==> src/rtl/dmem_access_ctrl_pkg.sv <==
`default_nettype none
// ============================================================================
//  Module      : dmem_access_ctrl_pkg
//  Description : Shared memory-op codes, FSM state encoding, bus size codes
//                and small decode helpers for the data-memory controller.
//  Revision    : 1.0 - initial release
// ============================================================================
package dmem_access_ctrl_pkg;

  // Memory operation codes carried by memop_i
  localparam logic [3:0] MEMOP_LB  = 4'd0;
  localparam logic [3:0] MEMOP_LBU = 4'd1;
  localparam logic [3:0] MEMOP_LH  = 4'd2;
  localparam logic [3:0] MEMOP_LHU = 4'd3;
  localparam logic [3:0] MEMOP_LW  = 4'd4;
  localparam logic [3:0] MEMOP_SB  = 4'd5;
  localparam logic [3:0] MEMOP_SH  = 4'd6;
  localparam logic [3:0] MEMOP_SW  = 4'd7;

  // Bus transfer size codes
  localparam logic [1:0] SIZE_BYTE = 2'd0;
  localparam logic [1:0] SIZE_HALF = 2'd1;
  localparam logic [1:0] SIZE_WORD = 2'd2;

  // Access sequencer states
  typedef enum logic [1:0] {
    ST_IDLE = 2'd0,
    ST_REQ  = 2'd1,
    ST_WAIT = 2'd2,
    ST_DONE = 2'd3
  } state_t;

  // Transfer size implied by an op; unknown codes are treated as words
  function automatic logic [1:0] memopSize(input logic [3:0] op);
    case (op)
      MEMOP_LB, MEMOP_LBU, MEMOP_SB: memopSize = SIZE_BYTE;
      MEMOP_LH, MEMOP_LHU, MEMOP_SH: memopSize = SIZE_HALF;
      default:                       memopSize = SIZE_WORD;
    endcase
  endfunction

  function automatic logic memopIsStore(input logic [3:0] op);
    memopIsStore = (op == MEMOP_SB) || (op == MEMOP_SH) || (op == MEMOP_SW);
  endfunction

  // Address low bits do not match the natural alignment of the op
  function automatic logic memopMisaligned(input logic [3:0] op, input logic [1:0] addrLo);
    case (memopSize(op))
      SIZE_HALF: memopMisaligned = addrLo[0];
      SIZE_WORD: memopMisaligned = (addrLo != 2'b00);
      default:   memopMisaligned = 1'b0;
    endcase
  endfunction

endpackage
`default_nettype wire

==> src/rtl/dmem_access_ctrl_lane_fmt.sv <==
`default_nettype none
// ============================================================================
//  Module      : mem_lane_fmt
//  Description : Combinational little-endian lane formatter. Builds byte
//                strobes, bus size and replicated store data, and extracts
//                and extends load data from the returned bus word.
//  Revision    : 1.0 - initial release
// ============================================================================
module mem_lane_fmt
  import dmem_access_ctrl_pkg::*;
(
  input  logic [3:0]  op,
  input  logic [1:0]  addrLo,
  input  logic [31:0] wdata,
  input  logic [31:0] rdata,
  output logic [3:0]  wstrb,
  output logic [1:0]  size,
  output logic [31:0] wdataRep,
  output logic [31:0] rdataExt
);

  logic [31:0] w_rdShift;
  logic [7:0]  w_byte;
  logic [15:0] w_half;

  assign w_rdShift = rdata >> {addrLo, 3'b000};
  assign w_byte    = w_rdShift[7:0];
  assign w_half    = addrLo[1] ? rdata[31:16] : rdata[15:0];

  // Store side: strobes and lane replication
  always_comb begin
    wstrb    = 4'b0000;
    wdataRep = 32'h0;
    size     = memopSize(op);
    case (op)
      MEMOP_SB: begin
        wstrb    = 4'b0001 << addrLo;
        wdataRep = {4{wdata[7:0]}};
      end
      MEMOP_SH: begin
        wstrb    = addrLo[1] ? 4'b1100 : 4'b0011;
        wdataRep = {2{wdata[15:0]}};
      end
      MEMOP_SW: begin
        wstrb    = 4'b1111;
        wdataRep = wdata;
      end
      default: begin
        wstrb    = 4'b0000;
        wdataRep = 32'h0;
      end
    endcase
  end

  // Load side: lane select and sign/zero extension
  always_comb begin
    rdataExt = rdata;
    case (op)
      MEMOP_LB:  rdataExt = {{24{w_byte[7]}}, w_byte};
      MEMOP_LBU: rdataExt = {24'h0, w_byte};
      MEMOP_LH:  rdataExt = {{16{w_half[15]}}, w_half};
      MEMOP_LHU: rdataExt = {16'h0, w_half};
      default:   rdataExt = rdata;
    endcase
  end

endmodule
`default_nettype wire

==> src/rtl/dmem_access_ctrl.sv <==
`default_nettype none
// ============================================================================
//  Module      : dmem_access_ctrl
//  Description : M-stage data-memory access controller. Issues one SRAM-like
//                bus transaction (req/addr_ok/data_ok) per load/store, stalls
//                the pipeline until it completes and returns extended load
//                data. A flush during an access lets the bus transfer finish
//                but discards its result.
//  Config      : DMEM_ALIGN_CHECK_EN - when defined, misaligned accesses raise
//                adel_o/ades_o and are not issued; when undefined the address
//                low bits are forced to natural alignment and errors are 0.
//  Revision    : 1.0 - initial release
// ============================================================================
module dmem_access_ctrl
  import dmem_access_ctrl_pkg::*;
#(
  parameter int ADDR_W = 32,
  parameter int DATA_W = 32
) (
  input  logic              clk,
  input  logic              resetn,
  input  logic              mem_en_i,
  input  logic [3:0]        memop_i,
  input  logic [ADDR_W-1:0] addr_i,
  input  logic [DATA_W-1:0] wdata_i,
  input  logic              flush_i,
  input  logic              pipe_stall_i,
  output logic              stall_o,
  output logic [DATA_W-1:0] rdata_o,
  output logic              adel_o,
  output logic              ades_o,
  output logic              data_req,
  output logic              data_wr,
  output logic [1:0]        data_size,
  output logic [3:0]        data_wstrb,
  output logic [ADDR_W-1:0] data_addr,
  output logic [DATA_W-1:0] data_wdata,
  input  logic              data_addr_ok,
  input  logic              data_data_ok,
  input  logic [DATA_W-1:0] data_rdata
);

  state_t            r_state;
  state_t            w_nextState;
  logic              r_cancel;
  logic [3:0]        r_op;
  logic [ADDR_W-1:0] r_addr;
  logic [DATA_W-1:0] r_wdata;
  logic [DATA_W-1:0] r_rdata;

  logic              w_misaligned;
  logic [ADDR_W-1:0] w_addrNat;
  logic              w_start;
  logic              w_capture;
  logic [DATA_W-1:0] w_rdataExt;

`ifdef DMEM_ALIGN_CHECK_EN
  assign w_misaligned = memopMisaligned(memop_i, addr_i[1:0]);
  assign w_addrNat    = addr_i;
`else
  assign w_misaligned = 1'b0;
  // Without checking, snap the address down to the op's natural boundary
  always_comb begin
    w_addrNat = addr_i;
    case (memopSize(memop_i))
      SIZE_HALF: w_addrNat = {addr_i[ADDR_W-1:1], 1'b0};
      SIZE_WORD: w_addrNat = {addr_i[ADDR_W-1:2], 2'b00};
      default:   w_addrNat = addr_i;
    endcase
  end
`endif

  assign adel_o  = mem_en_i & w_misaligned & ~memopIsStore(memop_i);
  assign ades_o  = mem_en_i & w_misaligned &  memopIsStore(memop_i);

  // A new access may launch only out of reset, aligned and not being killed
  assign w_start = resetn & mem_en_i & ~w_misaligned & ~flush_i;

  // Bus fields come from the latched request so they stay stable in REQ
  assign data_wr    = memopIsStore(r_op);
  assign data_addr  = r_addr;
  assign rdata_o    = r_rdata;

  mem_lane_fmt u_laneFmt (
    .op       (r_op),
    .addrLo   (r_addr[1:0]),
    .wdata    (r_wdata),
    .rdata    (data_rdata),
    .wstrb    (data_wstrb),
    .size     (data_size),
    .wdataRep (data_wdata),
    .rdataExt (w_rdataExt)
  );

  // Next-state, stall, request and result-capture decode
  always_comb begin
    w_nextState = r_state;
    stall_o     = 1'b0;
    data_req    = 1'b0;
    w_capture   = 1'b0;
    case (r_state)
      ST_IDLE: begin
        if (w_start) begin
          stall_o     = 1'b1;
          w_nextState = ST_REQ;
        end
      end
      ST_REQ: begin
        // Request is held until accepted, even when flushed
        stall_o  = 1'b1;
        data_req = 1'b1;
        if (data_addr_ok) w_nextState = ST_WAIT;
      end
      ST_WAIT: begin
        stall_o = 1'b1;
        if (data_data_ok) begin
          if (r_cancel || flush_i) begin
            w_nextState = ST_IDLE;
          end else begin
            w_nextState = ST_DONE;
            // Store completions leave the previous load result in place
            w_capture   = ~memopIsStore(r_op);
          end
        end
      end
      ST_DONE: begin
        if (!pipe_stall_i || flush_i) w_nextState = ST_IDLE;
      end
      default: w_nextState = ST_IDLE;
    endcase
  end

  // State, request latch, cancel flag and load result registers
  always_ff @(posedge clk) begin
    if (!resetn) begin
      r_state  <= ST_IDLE;
      r_cancel <= 1'b0;
      r_op     <= MEMOP_LB;
      r_addr   <= '0;
      r_wdata  <= '0;
      r_rdata  <= '0;
    end else begin
      r_state <= w_nextState;
      if (r_state == ST_IDLE && w_start) begin
        r_op    <= memop_i;
        r_addr  <= w_addrNat;
        r_wdata <= wdata_i;
      end
      if (w_nextState == ST_IDLE) begin
        r_cancel <= 1'b0;
      end else if ((r_state == ST_REQ || r_state == ST_WAIT) && flush_i) begin
        r_cancel <= 1'b1;
      end
      if (w_capture) r_rdata <= w_rdataExt;
    end
  end

endmodule
`default_nettype wire

==> config.mk <==
export PLATFORM = sky130hd
export DESIGN_NAME = dmem_access_ctrl
export DESIGN_NICKNAME = d
export VERILOG_FILES = /design/src/rtl/dmem_access_ctrl_pkg.sv /design/src/rtl/dmem_access_ctrl_lane_fmt.sv /design/src/rtl/dmem_access_ctrl.sv
export SDC_FILE = /design/constraint.sdc
export NUM_CORES = 1
export LEC_CHECK = 0
export ABC_AREA = 1
export BUFFER_PORTS_ARGS = -buffer_cell sky130_fd_sc_hd__buf_2
export CAP_MARGIN = 20
export CORE_ASPECT_RATIO = 1.2
export CORE_UTILIZATION = 52
export CTS_CLUSTER_DIAMETER = 50
export DETAILED_ROUTE_END_ITERATION = 6
export PLACE_DENSITY = 0.86
export SYNTH_ARGS = -nofsm -noshare
export SYNTH_HDL_FRONTEND = slang
export SYNTH_SLANG_ARGS = --single-unit
export TNS_END_PERCENT = 100
==> constraint.sdc <==
create_clock -name clk -period 3.3 [get_ports clk]
set_clock_uncertainty 0.15 [all_clocks]
set_input_delay 0.33 -clock clk [delete_from_list [all_inputs] [get_ports clk]]
set_output_delay 0.33 -clock clk [all_outputs]
set_load 0.005 [all_outputs]
After elaboration in Yosys (flattened, before gate mapping)
Cells that the tools add are included.
- register bits: 103
- output and inout port bits: 107
- equality and inequality tests: 16
- shift operators: 2
- multiplexer cells: 20
- bitwise operators: 5
- reductions and logical operators: 18
- operator list (kind ; count):
    $pmux W32 S4 ; 1
    $pmux W32 S3 ; 1
    $shr A32 B5 Y8 ; 1
    $eq A4 B3 Y1 const B ; 5
    $eq A4 B2 Y1 const B ; 4
    $mux W16 ; 1
    $pmux W2 S2 ; 3
    $pmux W4 S3 ; 1
    $reduce_or A3 Y1 ; 4
    $mux W2 ; 5
    $eq A4 B1 Y1 const B ; 2
    $logic_not A4 Y1 ; 2
    $pmux W2 S4 ; 1
    $eq A2 B2 Y1 const B ; 3
    $logic_or A1 B1 Y1 ; 5
    $mux W1 ; 5
    $eq A2 B1 Y1 const B ; 2
    $logic_not A2 Y1 ; 2
    $mux W4 ; 1
    $reduce_or A2 Y1 ; 2
    $shl A1 B2 Y4 const A ; 1
    $not A1 Y1 ; 3
    $and A1 B1 Y1 ; 2
    $logic_and A1 B1 Y1 ; 2
    other kinds (2) ; 2

Logic depth before layout (Yosys ltp)
Gate-level depths: netlist of run 1.
- word-level depth: 7
- gate-level depth with buffers: 11

Modules after synthesis
From an unflattened synthesis of run 1, not the netlist that was laid out.
- cell total of the unflattened synthesis: 766
- area, all modules: 5313.8 um^2
- by module, submodules not included (module ; instances ; cells each ; area each (um^2) ; sequential area each (um^2)):
    dmem_access_ctrl ; 1 ; 493 ; 3945.0 ; 2062.0
    mem_lane_fmt ; 1 ; 273 ; 1368.8 ; 0.0

Worst setup path before layout of run 1
No wires, ideal clock.
- path type: reg-to-output
- from: register r_op[2]
- to: output data_wstrb[0]
- data arrival time: 1133 ps
- data required time: 2820 ps
- setup slack: 1687 ps
- stages on the path, launching flop included: 7
- path buffers: 0
- path through: dfxtp_1 inv_2 nor2_4 nand3_2 inv_1 nand2_1 o21ai_0
- longest elaborated chain between the ends: 2
- elaborated cells on any way between the ends: 4
- those cells by class: eq/ne: 3; mux: 1
- RTL lines (item ; line ; RTL):
    from (decl) ; dmem_access_ctrl.sv:46 ; logic [3:0] r_op;
    from (signal assigned) ; dmem_access_ctrl.sv:145 ; r_op <= memop_i;
    $eq A4 B3 Y1 ; dmem_access_ctrl_lane_fmt.sv:35 ; case (op)
    $pmux W4 S3 (*) ; dmem_access_ctrl_lane_fmt.sv:35 ;
    to (decl) ; dmem_access_ctrl.sv:35 ; output logic [3:0] data_wstrb,
Every way passes the cells marked *; elsewhere a longest branch is shown, timed or not.

Worst setup path in the final report of run 1
Same ends and word-level chain as after synthesis.

==> results.txt, run 1 <==
- Syn_area_per_cell: 6.86 um^2
- The startpoint identified for the worst hold timing path is wdata_i[0].
* Transition at the pin with the smallest max-transition slack: 0.777 ns
- Number of max-slew violations in the final report: 0
- Global routing used 5.39% of the available met3 tracks.
- The worst hold path terminates at r_wdata[0].
- Across the VDD grid, the largest voltage drop is 0.335 mV.
- CP cell instances: inv_2 > nor2_4 > nand3_1 > inv_1 > a21oi_1 > o21ai_0 > buf_2
- Top cells by count, synth: 191 x sky130_fd_sc_hd__nand2_1, 103 x sky130_fd_sc_hd__dfxtp_1, 87 x sky130_fd_sc_hd__nor2_1
* Post-cts repair resize count: 0
- Setup repair after global routing left no endpoint under its margin.
- Post-synthesis cell type with the largest combined area: sky130_fd_sc_hd__dfxtp_1
- Crit path max fanout: 20
- The net count of the finished layout is 1029.
- Power density relative to cell area: 547 nW/um^2
- For this run, the slowest stage of the critical path takes 0.58 ns.
- Die X-Extent: 91.9 um
* Post-synth ARST share: 0%
- Cell area after layout: 6360 um^2
- Synth top area share: 40.9%
- In the routed layout, each cell is associated on average with a via count of 5.14.
- Post-CTS setup repair buffer count: 0
- Total grt overflow: 0
- In this run the deepest clock path goes through 2 buffers.
- The tool flagged a number of max-cap violations equal to 0.
- CTS Buf Count: 9
- Busiest layer in global routing: met2
- From bottom edge to top edge, the die measures 110 um.
* Met1 track utilization from global routing: 35.1%
- The worst register-to-register path begins at data_addr[1].
- Std-Cell Core Area: 9470 um^2
- Count of buffers from port buffering: 211
- Leading post-synthesis cells by cell area: sky130_fd_sc_hd__dfxtp_1 41%, sky130_fd_sc_hd__nand2_1 14%, sky130_fd_sc_hd__o21ai_0 6.6%, sky130_fd_sc_hd__nor2_1 6.5%, sky130_fd_sc_hd__inv_1 6.4%
* Final min period: 2.55 ns
- Fraction of layout cells with a size suffix above 1: 27.4%
* Initial antenna violation count: 1
- For this run, design rule violations remaining after detail routing come to 4.
* Post-placement cell area: 6050 um^2
- Final routed wirelength across all metal layers: 14200 um
- Setup violations remaining at the end of the flow were counted as 0.
- The setup check on the worst reg-to-reg path leaves a slack of 1.21 ns.
- Hold_buf cts: 0
- The tightest min-delay check is of the input port to flop type.
- Number of enable-type register cells in the synthesized netlist: 0
* Placed Cells: 1029
- Post-CTS clock slew at the launch and capture registers of the worst setup and hold paths: 0.07 ns
- Final weighted congestion in routability-driven placement: 0.904
- Violations in the final reports: DRC
- Worst rel slew slack: 48.1%
- The setup path with the least slack is of type flop to output pin.
- Number of levels the H-tree was split into: 3
- Die Outline Area: 10100 um^2
- Count of placed standard cells in the final layout, fillers left out: 1046
- The tree is rooted in a sky130_fd_sc_hd__clkbuf_16.
* Seq cells post-synth: 103
* Area growth, synth to finish: 26.3%
* Sinks on Clock Net: 103
* Starting utilization of the core area: 53.2%
* Global-route wire length before repair: 21700 um
* Clock insertion delay at the later pin of the skew report: 0.34 ns
- Worst reg2reg path depth: 9
- The slowest stage of the critical path belongs to the cell sky130_fd_sc_hd__nand3_1.
- STA classifies the critical path endpoint as an output pin.
- Entering global routing, the biggest net connects 59 pins.
* Sequential share of the synthesized area: 40.9%
- Sum Neg Setup Slack: 0 ns
* Crit path launch type: flop
* Arrival time of data at the critical path endpoint: 2.07 ns
- CP required: 2.82 ns
* Unique masters post-synth: 31
- Number of cells produced by synthesis: 735
- Detailed placement ended at an HPWL of 10200 um.
- Antenna Nets Post-Route: 0
- After detailed routing, the average wire length per cell comes to 13.6 um.
- Flip-flop cell with the highest count after synthesis: sky130_fd_sc_hd__dfxtp_1
- 214 I/O pins were placed.
- TritonCTS built the clock tree.
* Number of placement rows: 39
- Total routing resource utilization after global routing: 27.3%
- Achievable Freq: 392 MHz
* Routed via count: 5378
- Share of the cycle needed by the critical path after routing: 77.4%
- The worst hold path passes through 3 cells.
- The number of global-route vias before repair is 4465.
- Leak Pwr: 3.26 nW
* Hold Slack: 0.0299 ns
- For this run, the number of Yosys warnings is 0.
- The pre-antenna-repair detailed-routing pass consisted of 7 iterations.
- Fin. Hold Viols: 0
- Post-synthesis instance area: 5040 um^2
* Library cell with the highest instance count after synthesis: sky130_fd_sc_hd__nand2_1
- Global routing used 43.4% of the available met2 tracks.
- After the first detailed-routing iteration, the DRC count stood at 395.
* Endpoint of the worst-slack reg-to-reg timing path: rdata_o[21]
* Status: finished, violations left
power breakdown:
group / leakage [nW] / switching (mW) / internal [mW]
clock: 0.148 / 0.457 / 0.662
sequential: 0.838 / 0.0872 / 1.40
combinational: 2.27 / 0.530 / 0.343
total: 3.26 / 1.07 / 2.41
kinds of logic after synthesis:
logic type               Yosys count  synth area share, %
AO/OA/AOI/OAI                    164                 19.3
adder cells (fa/ha/maj)            5                 1.24
buffers and inverters            138                 11.9
flip-flops                       103                 40.9
other                              1               0.0744
AND/OR/NAND/NOR                  324                 26.5
cells in the final DEF (no fill, tap or decap), drive strengths merged:
cell type  count
clkinv         2
o31ai         40
bufinv         2
nand3         32
conb           2
o21ba          1
o22ai         12
o21ai         77
a31oi          1
o221ai         5
clkbuf        10
nor3b          1
diode          1
nor3           3
inv           91
nand2        195
a21oi         28
clkinvlp       2
dfxtp        103
buf          217
ha             5
nor2          91
nand3b         2
metal layers:
metal | vias to the layer above | part of all wire (%) | wire length [um]
met1 | 2379 | 43 | 6070
met5 | - | 0 | 0
met2 | 250 | 47 | 6660
li1 | 2714 | - | -
met4 | 0 | 3.2 | 454
met3 | 35 | 7.5 | 1060
worst max-delay path by stage:
stage | startpoint | end | slack, ns | depth (start not counted)
after floorplan | r_op[2] | data_wstrb[0] | 1.69 | 6
after global placement | r_op[2] | data_wdata[19] | 1.17 | 5
after detailed placement | r_op[2] | data_wstrb[0] | 1.13 | 7
after CTS | r_op[2] | data_wstrb[0] | 0.76 | 7
after global routing | r_op[2] | data_wstrb[1] | 0.58 | 7
final | r_op[2] | data_wstrb[0] | 0.75 | 7
worst max-delay path: cells and delay by family, from the launching register on:
| kind | cells | cell delay, ns |
|---|---|---|
| buffers and inverters | 3 | 0.46 |
| AND/OR/NAND/NOR | 2 | 0.75 |
| AO/OA/AOI/OAI | 2 | 0.19 |
| flip-flops | 1 | 0.34 |
sequential cells by signal, summed over array words and instances, names as in the netlist:
| register | count |
|---|---|
| data_addr | 32 |
| r_wdata | 32 |
| rdata_o | 32 |
| r_op | 4 |
| r_state | 2 |
| r_cancel | 1 |
stage by stage:
stage | worst slack (ns) | utilization, % | power [mW]
after floorplan | 1.69 | - | 2.09
after global placement | 1.17 | 63.9 | 2.36
after detailed placement | 1.13 | 63.9 | 2.38
after CTS | 0.757 | 67.2 | 3.49
after global routing | 0.578 | 67.2 | 3.69
final | 0.746 | 67.2 | 3.48
cell type report:
class	instances	area (um^2)
clock buffers	10	229
diodes	1	2.50
well taps	123	154
fillers	889	3100
repair buffers	217	1100
multi-input cells	495	2380
flip-flops and latches	103	2060
clock inverters	6	85.1
inverters	91	347
(Power assumes the default switching activity.)
==> run 2: changes to the inputs <==
--- a/config.mk
+++ b/config.mk
@@ -5,14 +5,14 @@
 export SDC_FILE = /design/constraint.sdc
 export NUM_CORES = 1
 export LEC_CHECK = 0
-export ABC_AREA = 1
+export ABC_AREA = 0
 export BUFFER_PORTS_ARGS = -buffer_cell sky130_fd_sc_hd__buf_2
 export CAP_MARGIN = 20
 export CORE_ASPECT_RATIO = 1.2
-export CORE_UTILIZATION = 52
+export CORE_UTILIZATION = 48
 export CTS_CLUSTER_DIAMETER = 50
 export DETAILED_ROUTE_END_ITERATION = 6
-export PLACE_DENSITY = 0.86
+export PLACE_DENSITY = 0.81
 export SYNTH_ARGS = -nofsm -noshare
 export SYNTH_HDL_FRONTEND = slang
 export SYNTH_SLANG_ARGS = --single-unit
==> constraint.sdc (replaced) <==
create_clock -name clk -period 2.4 [get_ports clk]
set_clock_uncertainty 0.15 [all_clocks]
set_input_delay 0.24 -clock clk [delete_from_list [all_inputs] [get_ports clk]]
set_output_delay 0.24 -clock clk [all_outputs]
set_load 0.005 [all_outputs]
==> run 2 against run 1 <==
Net effect:
- the run still ends with DRC left
- first-iteration DRC count is 16% higher
- synthesized cell count decreased by 11%
- clock power rose by 29%
- sequential share of layout area shrank 3.3 points
- sequential cell count did not move
- non-clock buffer count increased by 84
- setup slack got worse by 0.61 ns
- power up 41%
- synthesized area decreased by 2.4%
- critical path type is now flop to flop
- largest power group unchanged
==> results.txt, run 2 <==
- Highest-count cells in the layout ignoring fill and taps: 211 x sky130_fd_sc_hd__buf_2, 174 x sky130_fd_sc_hd__nand2_1, 115 x sky130_fd_sc_hd__o21ai_0, 103 x sky130_fd_sc_hd__dfxtp_1, 71 x sky130_fd_sc_hd__dlygate4sd3_1 (was 211 x sky130_fd_sc_hd__buf_2, 191 x sky130_fd_sc_hd__nand2_1, 103 x sky130_fd_sc_hd__dfxtp_1, 87 x sky130_fd_sc_hd__nor2_1, 85 x sky130_fd_sc_hd__inv_1).
- Status: finished, violations left (unchanged).
- Achievable Freq: 442 MHz
- Crit path kind: flop to flop (was flop to output pin)
* Number of max-cap violations: 0 (unchanged)
- Violations in the final reports: DRC (unchanged).
- The worst-case hold slack was 0.0148 ns (was 0.0299 ns).
- The register clock-pin slew on the reported worst setup and hold paths is 0.07 ns (about the same).
- Detailed-route vias per instance: 5.70 (was 5.14)
- Final min period: 2.26 ns
- Die X-Extent: 94.4 um (was 91.9 um)
- Post-detailed-route wirelength per cell: 17.3 um (was 13.6 um)
* Die Y-Extent: 113 um (was 110 um)
- The total leakage power is 3.25 nW (was 3.26 nW).
- Routed via count: 5941 (was 5378)
- Arrival time of data at the critical path endpoint: 2.34 ns (was 2.07 ns)
- The worst min-delay path category is input port to flop (unchanged).
* Sequential share of the synthesized area: 41.9% (was 40.9%)
* Flip-flop cell with the highest count after synthesis: sky130_fd_sc_hd__dfxtp_1 (unchanged)
* I/O pin total: 214 (unchanged)
- Count of synthesis-stage warnings from yosys: 0 (unchanged)
- The number of pins exceeding their max-slew limit in the final report is 0 (unchanged).
* Power density relative to cell area: 695 nW/um^2 (was 547 nW/um^2)
- The number of rows in the core area was 40 (was 39).
- Count of buffers from port buffering: 211 (unchanged)
* Maximum vdd ir drop: 0.477 mV (was 0.335 mV)
- Antenna diode count: 0 (was 1)
* Clock insertion delay at the later pin of the skew report: 0.35 ns (was 0.34 ns)
* Crit end category: flop (was output pin)
- Post-synth ARST share: 0% (unchanged)
- Crit path max fanout: 8 (was 20)
* Leading post-synthesis cells by cell area: sky130_fd_sc_hd__dfxtp_1 42%, sky130_fd_sc_hd__nand2_1 13%, sky130_fd_sc_hd__o21ai_0 12%, sky130_fd_sc_hd__a22oi_1 3.5%, sky130_fd_sc_hd__clkbuf_1 3.3% (was sky130_fd_sc_hd__dfxtp_1 41%, sky130_fd_sc_hd__nand2_1 14%, sky130_fd_sc_hd__o21ai_0 6.6%, sky130_fd_sc_hd__nor2_1 6.5%, sky130_fd_sc_hd__inv_1 6.4%)
- The actual transition at the worst max-transition pin was 0.778 ns (was 0.777 ns).
- Sinks on Clock Net: 103 (unchanged)
- The most common cell after layout, fill and taps aside is sky130_fd_sc_hd__buf_2 (unchanged).
- Seq cells post-synth: 103 (unchanged)
* Number of levels the H-tree was split into: 3 (unchanged)
- Antenna Nets Post-Route: 0 (unchanged)
* Fill cells: 735 (was 889)
- Fraction of layout cells with a size suffix above 1: 29.1% (was 27.4%)
* Std-Cell Core Area: 10000 um^2 (was 9470 um^2)
* Fin. Hold Viols: 0 (unchanged)
- Final routed wirelength across all metal layers: 18000 um (was 14200 um)
- CTS Root Cell: sky130_fd_sc_hd__clkbuf_16 (unchanged)
* Sum Neg Setup Slack: 0 ns (unchanged)
* Synth top area share: 41.9% (was 40.9%)
- The cell taking the most area after synthesis is sky130_fd_sc_hd__dfxtp_1 (unchanged).
* Hold Path Cell Cnt: 3 (unchanged)
- Library cell with the highest instance count after synthesis: sky130_fd_sc_hd__nand2_1 (unchanged)
* Number of DRC violations after detailed-routing iteration 0: 460 (was 395)
* Share of the cycle needed by the critical path after routing: 94.2%
* Detailed-routing iteration count for the pre-antenna-repair pass: 7 (unchanged)
- CP required: 2.48 ns (was 2.82 ns)
- Maximum number of pins on one net before global-route repair: 105 (was 59)
- The first-pass GRT wire length was 27800 um (was 21700 um).
* Total DRC errors in the routed layout: 9 (was 4)
- The total clock buffers created by CTS is 9 (unchanged).
- Top cells by count, synth: 174 x sky130_fd_sc_hd__nand2_1, 115 x sky130_fd_sc_hd__o21ai_0, 103 x sky130_fd_sc_hd__dfxtp_1 (was 191 x sky130_fd_sc_hd__nand2_1, 103 x sky130_fd_sc_hd__dfxtp_1, 87 x sky130_fd_sc_hd__nor2_1)
- The category of the worst setup path launch point is a flop (unchanged).
- The global-route congestion overflow total came to 0 (unchanged).
- Final Core Density: 70.7% (was 67.2%)
* Number of cells produced by synthesis: 655 (was 735)
- The TritonCTS clock tree was built (unchanged).
- Unique masters post-synth: 50 (was 31)
- Initial antenna violation count: 0 (was 1)
* Number of nets in the layout: 1024 (was 1029)
* Die Outline Area: 10700 um^2 (was 10100 um^2)
- The final weighted congestion in routability-driven placement was 0.895 (was 0.904).
- Final setup fails: 0 (unchanged)
- Worst rel slew slack: 47.8% (was 48.1%)
- Total routing resource utilization after global routing: 33.5% (was 27.3%)
* Setup repair after global routing missed its margin: false (unchanged)
* Clock tree buffer depth: 2 (unchanged)
- The netlist area before placement is 4920 um^2 (was 5040 um^2).
- Worst reg2reg path depth: 6 (was 9)
- The area overhead of the layout relative to synthesis is 43.9% (was 26.3%).
* Starting utilization of the core area: 49.1% (was 53.2%)
- Syn_area_per_cell: 7.51 um^2 (was 6.86 um^2)
- Number of enable-type register cells in the synthesized netlist: 0 (unchanged)
* Vias in the first global route: 5729 (was 4465)
- Post-DP HPWL: 11200 um (was 10200 um)
==> run 2: layer usage <==
| metal | vias to the layer above | part of all wire (%) | GRT usage (%) |
|---|---|---|---|
| li1 | 2777 | - | - |
| met1 | 2725 | 37 | 39.0 |
| met2 | 378 | 50 | 58.2 |
| met3 | 61 | 9.5 | 6.52 |
| met4 | 0 | 4.3 | 15.9 |
| met5 | - | 0 | 0 |
==> run 2: layout make-up <==
| cell class | count | area, um^2 | share of cell area [%] |
|---|---|---|---|
| multi-input cells | 490 | 2590 | 36.6 |
| flip-flops and latches | 103 | 2060 | 29.1 |
| repair buffers | 301 | 1950 | 27.6 |
| clock buffers | 9 | 225 | 3.18 |
| well taps | 126 | 158 | 2.23 |
| clock inverters | 7 | 62.6 | 0.884 |
| inverters | 7 | 26.3 | 0.371 |
==> run 2: worst max-delay path, cell delays in order (launching register included) <==
cell	delay, ns
sky130_fd_sc_hd__dfxtp_1	0.35
sky130_fd_sc_hd__inv_1	0.14
sky130_fd_sc_hd__ha_1	0.22
sky130_fd_sc_hd__nor4bb_1	0.41
sky130_fd_sc_hd__o21ai_1	0.40
sky130_fd_sc_hd__a221oi_1	0.34
sky130_fd_sc_hd__a31oi_1	0.12
==> run 2: kinds of logic (layout without fill, tap and decap cells) <==
kind of cell,Yosys count,in the layout,synth area share [%]
and+or+nand+nor,261,261,22.7
AOI/OAI and AO/OA,218,218,27.4
DFF,103,103,41.9
buffers and inverters,63,324,5.60
adders and majority gates,5,5,1.27
muxes,3,3,0.916
other,1,2,0.0763
xor gates and xnor gates,1,1,0.178
==> run 2: worst paths after layout <==
check,startpoint,end,slack (ns)
setup / recovery,r_state[0],rdata_o[1],0.14
hold / removal,data_rdata[20],rdata_o[20],0.01
setup reg to reg,r_state[0],rdata_o[1],0.14
hold reg to reg,data_addr[21],data_addr[21],0.32
==> run 2: timing repair <==
item,in CTS,in global routing
hold buffers,71,0
endpoints found under the setup margin,0,2
setup buffers,0,0
gates resized for setup,0,1
hold endpoints to repair,71,0
==> run 2: per-stage QoR <==
stage          power, mW  cells  worst slack [ns]  cell area [um^2]
2_1_floorplan       2.85    656             0.322              4920
3_3_place_gp        3.29    956             0.349              6070
3_5_place_dp        3.36    956             0.241              6070
4_1_cts             4.86   1043             0.112              7070
5_1_grt             5.16   1043           0.00126              7080
6_report            4.92   1043             0.139              7080
==> run 2: report_power, final <==
part | internal, mW | switching [mW]
sequential | 1.94 | 0.184
combinational | 0.590 | 0.770
clock | 0.727 | 0.708
total | 3.26 | 1.66
